### src/rtl/exhaustive_sweep_capture.sv
// exhaustive_sweep_capture
//   Walks every 2^IN_W input pattern into an external block, holds each one
//   for SETTLE cycles, samples the response, streams the pattern/response
//   pair out over a valid/ready handshake, and folds every response into a
//   MISR so two netlists can be compared by a single signature word.
//
// Ports
//   CK         in   clock, rising edge
//   reset      in   synchronous active-high reset
//   start      in   begin a sweep (honoured in IDLE or DONE only)
//   abort      in   return to IDLE on the next edge
//   pat_out    out  [IN_W]    pattern applied to the block under test
//   dut_resp   in   [OUT_W]   response of the block under test
//   res_valid  out  result pair available
//   res_ready  in   consumer accepts the result pair
//   res_pat    out  [IN_W]    pattern of the presented result
//   res_data   out  [OUT_W]   captured response of the presented result
//   signature  out  [SIG_W]   running MISR value
//   pat_count  out  [IN_W+1]  results accepted so far
//   busy       out  high in DRIVE, CAPTURE, EMIT
//   done       out  high in DONE
//
// State     | meaning
// ----------+--------------------------------------------------------------
// S_IDLE    | waiting for start
// S_DRIVE   | pattern applied, settle down-counter running
// S_CAPTURE | sample response, update MISR, raise res_valid
// S_EMIT    | hold result until res_ready
// S_DONE    | sweep complete, signature and count frozen

module exhaustive_sweep_capture #(
  parameter int               IN_W   = 2,
  parameter int               OUT_W  = 1,
  parameter int               SETTLE = 1,
  parameter int               SIG_W  = 16,
  parameter logic [SIG_W-1:0] POLY   = 16'h1021
) (
  input  logic             CK,
  input  logic             reset,
  input  logic             start,
  input  logic             abort,
  output logic [IN_W-1:0]  pat_out,
  input  logic [OUT_W-1:0] dut_resp,
  output logic             res_valid,
  input  logic             res_ready,
  output logic [IN_W-1:0]  res_pat,
  output logic [OUT_W-1:0] res_data,
  output logic [SIG_W-1:0] signature,
  output logic [IN_W:0]    pat_count,
  output logic             busy,
  output logic             done
);

  typedef enum logic [2:0] {
    S_IDLE    = 3'd0,
    S_DRIVE   = 3'd1,
    S_CAPTURE = 3'd2,
    S_EMIT    = 3'd3,
    S_DONE    = 3'd4
  } state_t;

  // Down-counter load value: DRIVE lasts SETTLE cycles, ending when it hits 0.
  localparam logic [7:0]      SETTLE_LOAD = 8'(SETTLE - 1);
  localparam logic [IN_W-1:0] LAST_PAT    = {IN_W{1'b1}};
  localparam logic [IN_W:0]   ONE_CNT     = {{IN_W{1'b0}}, 1'b1};

  state_t           state_q;
  logic [7:0]       settle_q;
  logic [IN_W:0]    pat_q;
  logic             res_valid_q;
  logic [IN_W-1:0]  res_pat_q;
  logic [OUT_W-1:0] res_data_q;
  logic [SIG_W-1:0] sig_q;
  logic [SIG_W-1:0] sig_d;
  logic [IN_W:0]    cnt_q;
  logic             busy_q;
  logic             done_q;
  logic             last_pat;

  // MISR step: shift, fold the MSB back through POLY, inject the response.
  always_comb begin
    sig_d = {sig_q[SIG_W-2:0], 1'b0}
          ^ (sig_q[SIG_W-1] ? POLY : '0)
          ^ SIG_W'(dut_resp);
  end

  assign last_pat = (pat_q[IN_W-1:0] == LAST_PAT);

  always_ff @(posedge CK) begin
    if (reset) begin
      state_q     <= S_IDLE;
      settle_q    <= '0;
      pat_q       <= '0;
      res_valid_q <= 1'b0;
      res_pat_q   <= '0;
      res_data_q  <= '0;
      sig_q       <= '0;
      cnt_q       <= '0;
      busy_q      <= 1'b0;
      done_q      <= 1'b0;
    end else if (abort) begin
      // Signature and count are kept so a partial sweep can be inspected.
      state_q     <= S_IDLE;
      settle_q    <= '0;
      res_valid_q <= 1'b0;
      busy_q      <= 1'b0;
      done_q      <= 1'b0;
    end else begin
      case (state_q)
        S_IDLE, S_DONE: begin
          if (start) begin
            state_q  <= S_DRIVE;
            settle_q <= SETTLE_LOAD;
            pat_q    <= '0;
            sig_q    <= '0;
            cnt_q    <= '0;
            busy_q   <= 1'b1;
            done_q   <= 1'b0;
          end
        end
        S_DRIVE: begin
          if (settle_q == 8'd0) begin
            state_q <= S_CAPTURE;
          end else begin
            settle_q <= settle_q - 8'd1;
          end
        end
        S_CAPTURE: begin
          res_data_q  <= dut_resp;
          res_pat_q   <= pat_q[IN_W-1:0];
          sig_q       <= sig_d;
          res_valid_q <= 1'b1;
          state_q     <= S_EMIT;
        end
        S_EMIT: begin
          if (res_ready) begin
            res_valid_q <= 1'b0;
            cnt_q       <= cnt_q + ONE_CNT;
            if (last_pat) begin
              state_q <= S_DONE;
              busy_q  <= 1'b0;
              done_q  <= 1'b1;
            end else begin
              pat_q    <= pat_q + ONE_CNT;
              settle_q <= SETTLE_LOAD;
              state_q  <= S_DRIVE;
            end
          end
        end
        default: begin
          state_q <= S_IDLE;
          busy_q  <= 1'b0;
          done_q  <= 1'b0;
        end
      endcase
    end
  end

  assign pat_out   = pat_q[IN_W-1:0];
  assign res_valid = res_valid_q;
  assign res_pat   = res_pat_q;
  assign res_data  = res_data_q;
  assign signature = sig_q;
  assign pat_count = cnt_q;
  assign busy      = busy_q;
  assign done      = done_q;

endmodule

### config.mk
export PLATFORM = sky130hd
export DESIGN_NAME = exhaustive_sweep_capture
export DESIGN_NICKNAME = d
export VERILOG_FILES = /design/src/rtl/exhaustive_sweep_capture.sv
export SDC_FILE = /design/constraint.sdc
export NUM_CORES = 1
export LEC_CHECK = 0
export CORE_MARGIN = 2
export CORE_UTILIZATION = 50
export CTS_CLUSTER_SIZE = 28
export DETAILED_ROUTE_END_ITERATION = 6
export GPL_TIMING_DRIVEN = 0
export HOLD_SLACK_MARGIN = 0.03
export MAX_ROUTING_LAYER = met4
export PLACE_DENSITY_LB_ADDON = 0.2
export SLEW_MARGIN = 20
export SYNTH_ARGS = -nofsm -noshare
export SYNTH_HDL_FRONTEND = slang
export SYNTH_SLANG_ARGS = --single-unit
### constraint.sdc
create_clock -name CK -period 2.8 [get_ports CK]
set_input_delay 0.84 -clock CK [delete_from_list [all_inputs] [get_ports CK]]
set_output_delay 0.84 -clock CK [all_outputs]
set_load 0.005 [all_outputs]
== Word-level counts from Yosys, hierarchy flattened ==
Index checks and enable logic that the tools add are counted.
Cells by class
  add/sub/neg operators: 3
  multipliers: 0
  divide/modulo/power cells: 0
  order comparisons: 0
  eq/ne operators: 11
  shift operators: 0
  mux-type cells: 29
  bitwise gates (word level): 4
  reduce and logical (&&, ||, !) cells: 17
Operator list (number)
  two-way mux 8 bit: 4
  case mux 16 bit (2 select lines): 1
  two-way mux 3 bit: 8
  case mux 8 bit (3 select lines): 1
  two-way mux 16 bit: 1
  bitwise XOR 16 x 1 -> 16 bit: 1
  bitwise XOR 16 x 13 -> 16 bit: 1
  two-way mux 13 bit: 1
  != test 2 bit, second input constant: 6
  case mux 3 bit (2 select lines): 2
  case mux 3 bit (4 select lines): 1
  AND reduction 5 bit: 2
  logical NOT 8 bit: 1
  AND reduction 4 bit: 2
  subtractor 8 x 1 -> 8 bit, second input constant: 1
  two-way mux 1 bit: 7
  adder 3 x 1 -> 3 bit, second input constant: 2
  == test 3 x 2 -> 1 bit, second input constant: 2
  case mux 1 bit (3 select lines): 2
  AND reduction 3 bit: 2
  nonzero test 2 bit: 3
  OR reduction 2 bit: 3
  AND reduction 2 bit: 2
  == test 3 x 1 -> 1 bit, second input constant: 1
  6 further kinds: 7
Word-level totals
  flip-flop bits (word level): 39
  latch bits: 0
  memory bits (writable): 0
  memory bits (read-only): 0
  input bits: 6
  output and inout port bits: 27
  word-level logic and storage cells: 74
  memories kept: 0

== Depth between registers and ports, before layout ==
Gate-level depths: netlist of run 1.
  depth in word-level cells: 4
  depth in mapped cells: 7
  mapped depth without buffers: 6

== Worst setup path after synthesis of run 1 ==
Ideal clock, no wire load.
  path kind: input -> register
  from: in reset
  to: reg settle_q[0]
  library setup time: 0.087 ns
  arrival: 1.905 ns
  required time: 2.713 ns
  slack: 0.808 ns
  cell stages on the path: 6
  path buffers: 3
  cells stage by stage: buf_2 -> or2_1 -> clkbuf_1 -> buf_2 -> or3_1 -> o31ai_1
Between the ends
  cells in the longest elaborated chain, start to end: 1
RTL lines
  start: declaration: line 39  | input logic reset,
  OR reduction 2 bit (no line)
  end signal: assignment: line 125  | settle_q <= settle_q - 8'd1;
  end: declaration: line 68  | logic [7:0] settle_q;
No other way between the ends.
A chain may end at the register's enable or synchronous reset.

== Worst setup path after layout of run 1 ==
  from: reg sig_q[15] (netlist: signature[15])
  to: out signature[15]
RTL lines
  start: declaration: line 73  | logic [SIG_W-1:0] sig_q;
  start signal: assignment: line 131  | sig_q <= sig_d;
  end: declaration: line 48  | output logic [SIG_W-1:0] signature,
No word-level cell between the ends.

==> impl_metrics.json, run 1 <==
{
  "outcome": "completed",
  "hpwl_um": 2608,
  "clk_path_buf_depth": 2,
  "wl_per_cell_um": 12.63,
  "cellInternalPower_w": 0.0007402,
  "io_pins": 33,
  "cts.sink_count": 38,
  "yosys_register_bits": 38,
  "antenna_cells": 0,
  "pwr-share-comb": 0.149,
  "fin_util": 0.6503,
  "vias_per_cell": 5.440,
  "grt_pass1_wl_um": 6134,
  "critPathTopFamily": "buffers and inverters",
  "worst-setup-path-type": "reg2out",
  "cts_tree": "done",
  "synth.net_count": 208,
  "root_buffer": "clkbuf_4",
  "die_h_um": 63.49,
  "crit_path_end_kind": "primary output",
  "dp_slack_ns": 0.2759,
  "synth.distinct_cells": 44,
  "place.gp.congestion": 0.8456,
  "yosys_warnings": 0,
  "ant_nets": 0,
  "vias": 1534,
  "hold_class": "reg2reg",
  "setup_viol_count_final": 0,
  "post_cts_resized": 0,
  "synth_ff_type": "dfxtp_1",
  "path_cells": "clkdlybuf4s50_1",
  "syn_area_um2": 1769,
  "worstMarginPinSlew_ns": 0.6068,
  "holdWs_ns": 0.4796,
  "drtIter0Drc": 69,
  "numCtsBuffers": 5,
  "seq_power_share": 0.564,
  "worst_clock_skew_ns": 0.005738,
  "finalCriticalPeriod_ns": 2.187,
  "ys_seq_area_frac": 0.4300,
  "drcViolationCount": 0,
  "insertion_delay_ns": 0.34,
  "post_cts_buffers": 0,
  "clk_pin_slew_ns": 0.11,
  "final_layout_size_suffix_gt1_frac": 0.1017,
  "cp_slowest_cell": "clkdlybuf4s50_1",
  "critPathBufInv": 1,
  "synth_edf_count": 0,
  "antenna_found_initial": 0,
  "grt_max_degree": 12,
  "cp.required_ns": 1.96,
  "p_per_area_nw_per_um2": 465.3,
  "htree_levels": 2,
  "grt_pass1_vias": 1412,
  "core-area_um2": 3363,
  "grt_use_total": 0.1957,
  "io_buffers": 30,
  "cp_max_fo": 5,
  "p_clk_frac": 0.287,
  "finalHoldViolations": 0,
  "finalSetupTns_ns": 0,
  "first_pass_iters": 4,
  "finalCritPeriodShare": 0.7809,
  "maxCapViolCount": 0,
  "start_util": 0.5260,
  "nNetsFinal": 245,
  "ctsHoldBuffers": 0,
  "dieArea_um2": 4030,
  "rsz0062_at_grt": "false",
  "layoutNonFillerInstCount": 282,
  "async_flop_share": 0,
  "drv_slew": 0,
  "p_switching_w": 0.0002775,
  "setup_ws_ns": 0.6135,
  "fmax_ghz": 0.4573,
  "dp_cells": 274,
  "avgSynthCellArea_um2": 8.935,
  "arrival_ns": 1.35,
  "leakage_nw": 0.7771,
  "slew_headroom": 0.5955,
  "grt_overflow": 0,
  "wl_um": 3562,
  "synth_cells": 198,
  "cp-start-kind": "flop",
  "max_stage_delay_ns": 0.55,
  "die_x_um": 63.49,
  "rows": 21,
  "switching_share": 0.2727,
  "area_growth_pct": 23.62,
  "vdd_drop_max_uv": 219.2
}
[flip-flops by register name, summed over array words and instances (netlist names)]
name and cells:
signature 16, settle_q 8, pat_count 3, state_q 3, pat_q 2, res_pat 2, busy 1, done 1
res_data 1, res_valid 1
[metal layers]
metal | global-route usage | part of all wire
met2 | 0.3145 | 0.44
met3 | 0.04464 | 0.041
met4 | 0.08152 | 0.015
met5 | - | 0
met1 | 0.2368 | 0.51
[placed cells by master (no fill, tap or decap), types with 5 or more instances in the layout]
master	synthesis	final
nand2_1	12	12
nand3_1	7	7
mux2i_1	6	6
inv_1	7	7
a21oi_1	8	8
dfxtp_1	38	38
a22oi_1	15	15
nor3_1	6	6
clkbuf_4	0	5
buf_2	6	6
nor2_1	30	30
nor2b_1	5	5
clkdlybuf4s50_1	0	30
[area by class of cell]
| type | count | area [um2] |
|---|---|---|
| Buffer | 11 | 63.81 |
| Clock buffer | 7 | 55.05 |
| Clock inverter | 1 | 5.005 |
| Fill cell | 307 | 1176 |
| Inverter | 7 | 26.28 |
| Multi-Input combinational cell | 142 | 918.4 |
| Sequential cell | 38 | 760.7 |
| Tap cell | 46 | 57.56 |
| Timing Repair Buffer | 30 | 300.3 |
[logic make-up (layout without fill, tap and decap cells)]
logic type | after synthesis | count (layout) | share of synthesized area
and+or+nand+nor | 81 | 81 | 0.2475
AOI/OAI and AO/OA | 48 | 48 | 0.1945
DFF | 38 | 38 | 0.4300
buffers and inverters | 18 | 56 | 0.05092
muxes | 6 | 6 | 0.03395
adders and majority gates | 4 | 4 | 0.02829
xor gates and xnor gates | 3 | 3 | 0.01485
[worst paths after layout]
kind	start	depth (start not counted)	endpoint	slack [ns]
worst min register to register	busy	2	busy	0.48
worst min-delay path	busy	2	busy	0.48
worst max-delay path	signature[15]	1	signature[15]	0.61
worst max register to register	settle_q[0]	6	settle_q[3]	0.95
[stage by stage]
| step | instance area (um2) | total power [W] |
|---|---|---|
| after CTS | 2187 | 0.001030 |
| after global routing | 2187 | 0.001072 |
| after detailed placement | 2127 | 0.0007375 |
| final | 2187 | 0.001018 |
| after floorplan | 1769 | 0.0007020 |
| after global placement | 2127 | 0.0007350 |
[synth_stat cells, types with 4 or more instances]
master | number | area, um2
nor2b_1 | 5 | 31.28
nor3_1 | 6 | 30.03
dfxtp_1 | 38 | 760.7
mux2i_1 | 6 | 60.06
inv_1 | 7 | 26.28
buf_2 | 6 | 30.03
o211ai_1 | 4 | 30.03
a31oi_1 | 4 | 25.02
nand2_1 | 12 | 45.04
a21oi_1 | 8 | 40.04
ha_1 | 4 | 50.05
nand3_1 | 7 | 35.03
a22oi_1 | 15 | 112.6
o21ai_0 | 4 | 20.02
nor2_1 | 30 | 112.6
[power groups by stage]
stage	sequential, W	clock (W)	combinational (W)
after floorplan	0.000582	0	0.000120
after global placement	0.000586	0	0.000149
after detailed placement	0.000586	0	0.000152
after CTS	0.000574	0.000305	0.000152
after global routing	0.000577	0.000322	0.000173
final	0.000574	0.000292	0.000151
No activity file was read; power rests on OpenSTA's default activity.
==> run 2, diff against run 1 <==
- CORE_UTILIZATION: 50 -> 46
- clock period: 2.8 -> 2 ns (I/O delays scaled with it)
==> run 2 against run 1 <==
  * Largest power group unchanged
  * Clock power is 66% higher
  * Sequential share of layout area is 0.51 points lower
  * Combinational power is 47% higher
  * Hold slack worse by 0.022 ns
  * Final cell count is 0.35% higher
  * Critical path type is now in2reg
  * Sequential cell count stayed put
  * First-iteration DRC count is 14% higher
  * Die area is 8.1% higher
  * Clock skew is 0.0038 ns lower
  * Global-route usage is 1.1 points lower
  * Cell area is 1.5% higher
  * Wire length is 3.6% higher
==> impl_metrics.json, run 2 (synthesized netlist as in run 1, its figures left out) <==
{
  "outcome": "completed",
  "cp.required_ns": 2.17,
  "hold_depth": 2,
  "crit_path_end_kind": "flop",
  "numCtsBuffers": 5,
  "antenna_cells": 0,
  "die_h_um": 66.02,
  "hold_class": "reg2reg",
  "ant_nets": 0,
  "ctsHoldBuffers": 0,
  "finalCritPeriodShare": 0.9549,
  "vdd_drop_max_uv": 367.7,
  "p_per_area_nw_per_um2": 681.5,
  "drcViolationCount": 0,
  "multi_input_area_um2": 929.6,
  "post_cts_buffers": 0,
  "clk_path_buf_depth": 2,
  "final_layout_size_suffix_gt1_frac": 0.1106,
  "antenna_found_initial": 0,
  "grt_pass1_vias": 1349,
  "nFillCells": 350,
  "wl_um": 3690,
  "dieArea_um2": 4358,
  "finalCriticalPeriod_ns": 1.910,
  "place.gp.congestion": 0.8325,
  "r2r_slack_ns": 0.30,
  "grt_use_total": 0.1844,
  "met3_length_um": 146,
  "drtIter0Drc": 79,
  "drv_slew": 0,
  "htree_levels": 2,
  "wl_per_cell_um": 13.04,
  "finalSetupTns_ns": 0,
  "nNetsFinal": 245,
  "io_buffers": 30,
  "start_util": 0.4796,
  "cp-start-kind": "primary input",
  "rr_worst_depth": 6,
  "cts.sink_count": 38,
  "insertion_delay_ns": 0.28,
  "rsz0062_at_grt": "false",
  "cts_tree": "done",
  "critPathBufInv": 1,
  "highest_layer": "met4",
  "rows": 22,
  "wl_met1_um": 1833,
  "first_pass_iters": 4,
  "worstMarginPinSlew_ns": 0.4448,
  "area_growth_pct": 25.46,
  "critPathTopFamily": "simple AND/OR/NAND/NOR gates",
  "die_x_um": 66.02,
  "max_stage_delay_ns": 0.54,
  "worst-setup-path-type": "in2reg",
  "final_common_cell": "dfxtp_1",
  "io_pins": 33,
  "clk_pin_slew_ns": 0.07,
  "largest_register_ff_count": 16,
  "worst-path-stages": 5,
  "setup_viol_count_final": 0,
  "seq_area_um2": 760.7,
  "arrival_ns": 2.08,
  "setup_ws_ns": 0.09018,
  "worst_clock_skew_ns": 0.001942,
  "core-area_um2": 3689,
  "dp_slack_ns": -0.2928,
  "mostFrequentLayoutCells": "38 x dfxtp_1, 30 x nor2_1, 30 x clkdlybuf4s50_1",
  "hpwl_um": 2634,
  "finalHoldViolations": 0,
  "power_w": 0.001513,
  "slew_headroom": 0.7035,
  "route.met2.wl_um": 1671,
  "path_cells": "clkdlybuf4s50_1 > or3b_2 > a21oi_1 > o311a_1 > nor3_1",
  "vias": 1544,
  "cp_slowest_cell": "clkdlybuf4s50_1",
  "grt_overflow": 0,
  "root_buffer": "clkbuf_8",
  "grt_pass1_wl_um": 6134,
  "maxCapViolCount": 0,
  "vias_per_cell": 5.456,
  "post_cts_resized": 0,
  "fin_util": 0.6018,
  "grt_max_degree": 12,
  "leakage_nw": 0.7871,
  "cp_max_fo": 5,
  "fmax_ghz": 0.5236
}
==> run 2: cell count changes in the layout (fill, tap and decap cells not counted) <==
| cell | before | now |
|---|---|---|
| a32oi_1 | 2 | 1 |
| clkbuf_8 | 1 | 5 |
| clkinv_2 | 1 | 2 |
| clkbuf_1 | 4 | 3 |
| o21ai_2 | 0 | 1 |
| clkbuf_4 | 5 | 0 |
| a32oi_2 | 0 | 1 |
| o21ai_1 | 1 | 0 |
==> run 2: final timing paths <==
path               start            to
min reg2reg    res_valid     res_valid
max                start  pat_count[2]
max reg2reg  settle_q[0]   settle_q[7]
min            res_valid     res_valid
==> run 2: stage by stage <==
stage	hold WS, ns	cell area (um2)	cells
after global routing	0.4820	2220	283
after detailed placement	0.4500	2130	276
after floorplan	0.4487	1769	198
after CTS	0.4647	2208	283
after global placement	0.4427	2130	276
final	0.4580	2220	283
==> run 2: layout make-up <==
type / count / share of cell area
multi-input combinational: 142 / 0.4188
sequential: 38 / 0.3427
timing repair buffer: 30 / 0.1353
clock inverter: 2 / 0.004510
buffer: 11 / 0.02875
clock buffer: 5 / 0.03100
inverter: 7 / 0.01184
tap: 48 / 0.02706
==> run 2: layer usage <==
layer,up-vias,global-route usage
met3,5,0.04089
met5,-,-
met4,0,0.06122
met2,31,0.2891
li1,793,-
met1,715,0.2368
==> run 2: power by group <==
group / total, W / internal [W] / switching [W]
registers: 0.000805 / 0.000774 / 0.0000302
logic: 0.000222 / 0.0000931 / 0.000129
clock network: 0.000486 / 0.000234 / 0.000252
total: 0.00151 / 0.00110 / 0.000411
==> run 2: tightest hold or removal path, stage by stage, from the launching register on <==
cell,delay [ns]
dfxtp_1,0.31
nand2_1,0.05
a21oi_1,0.05
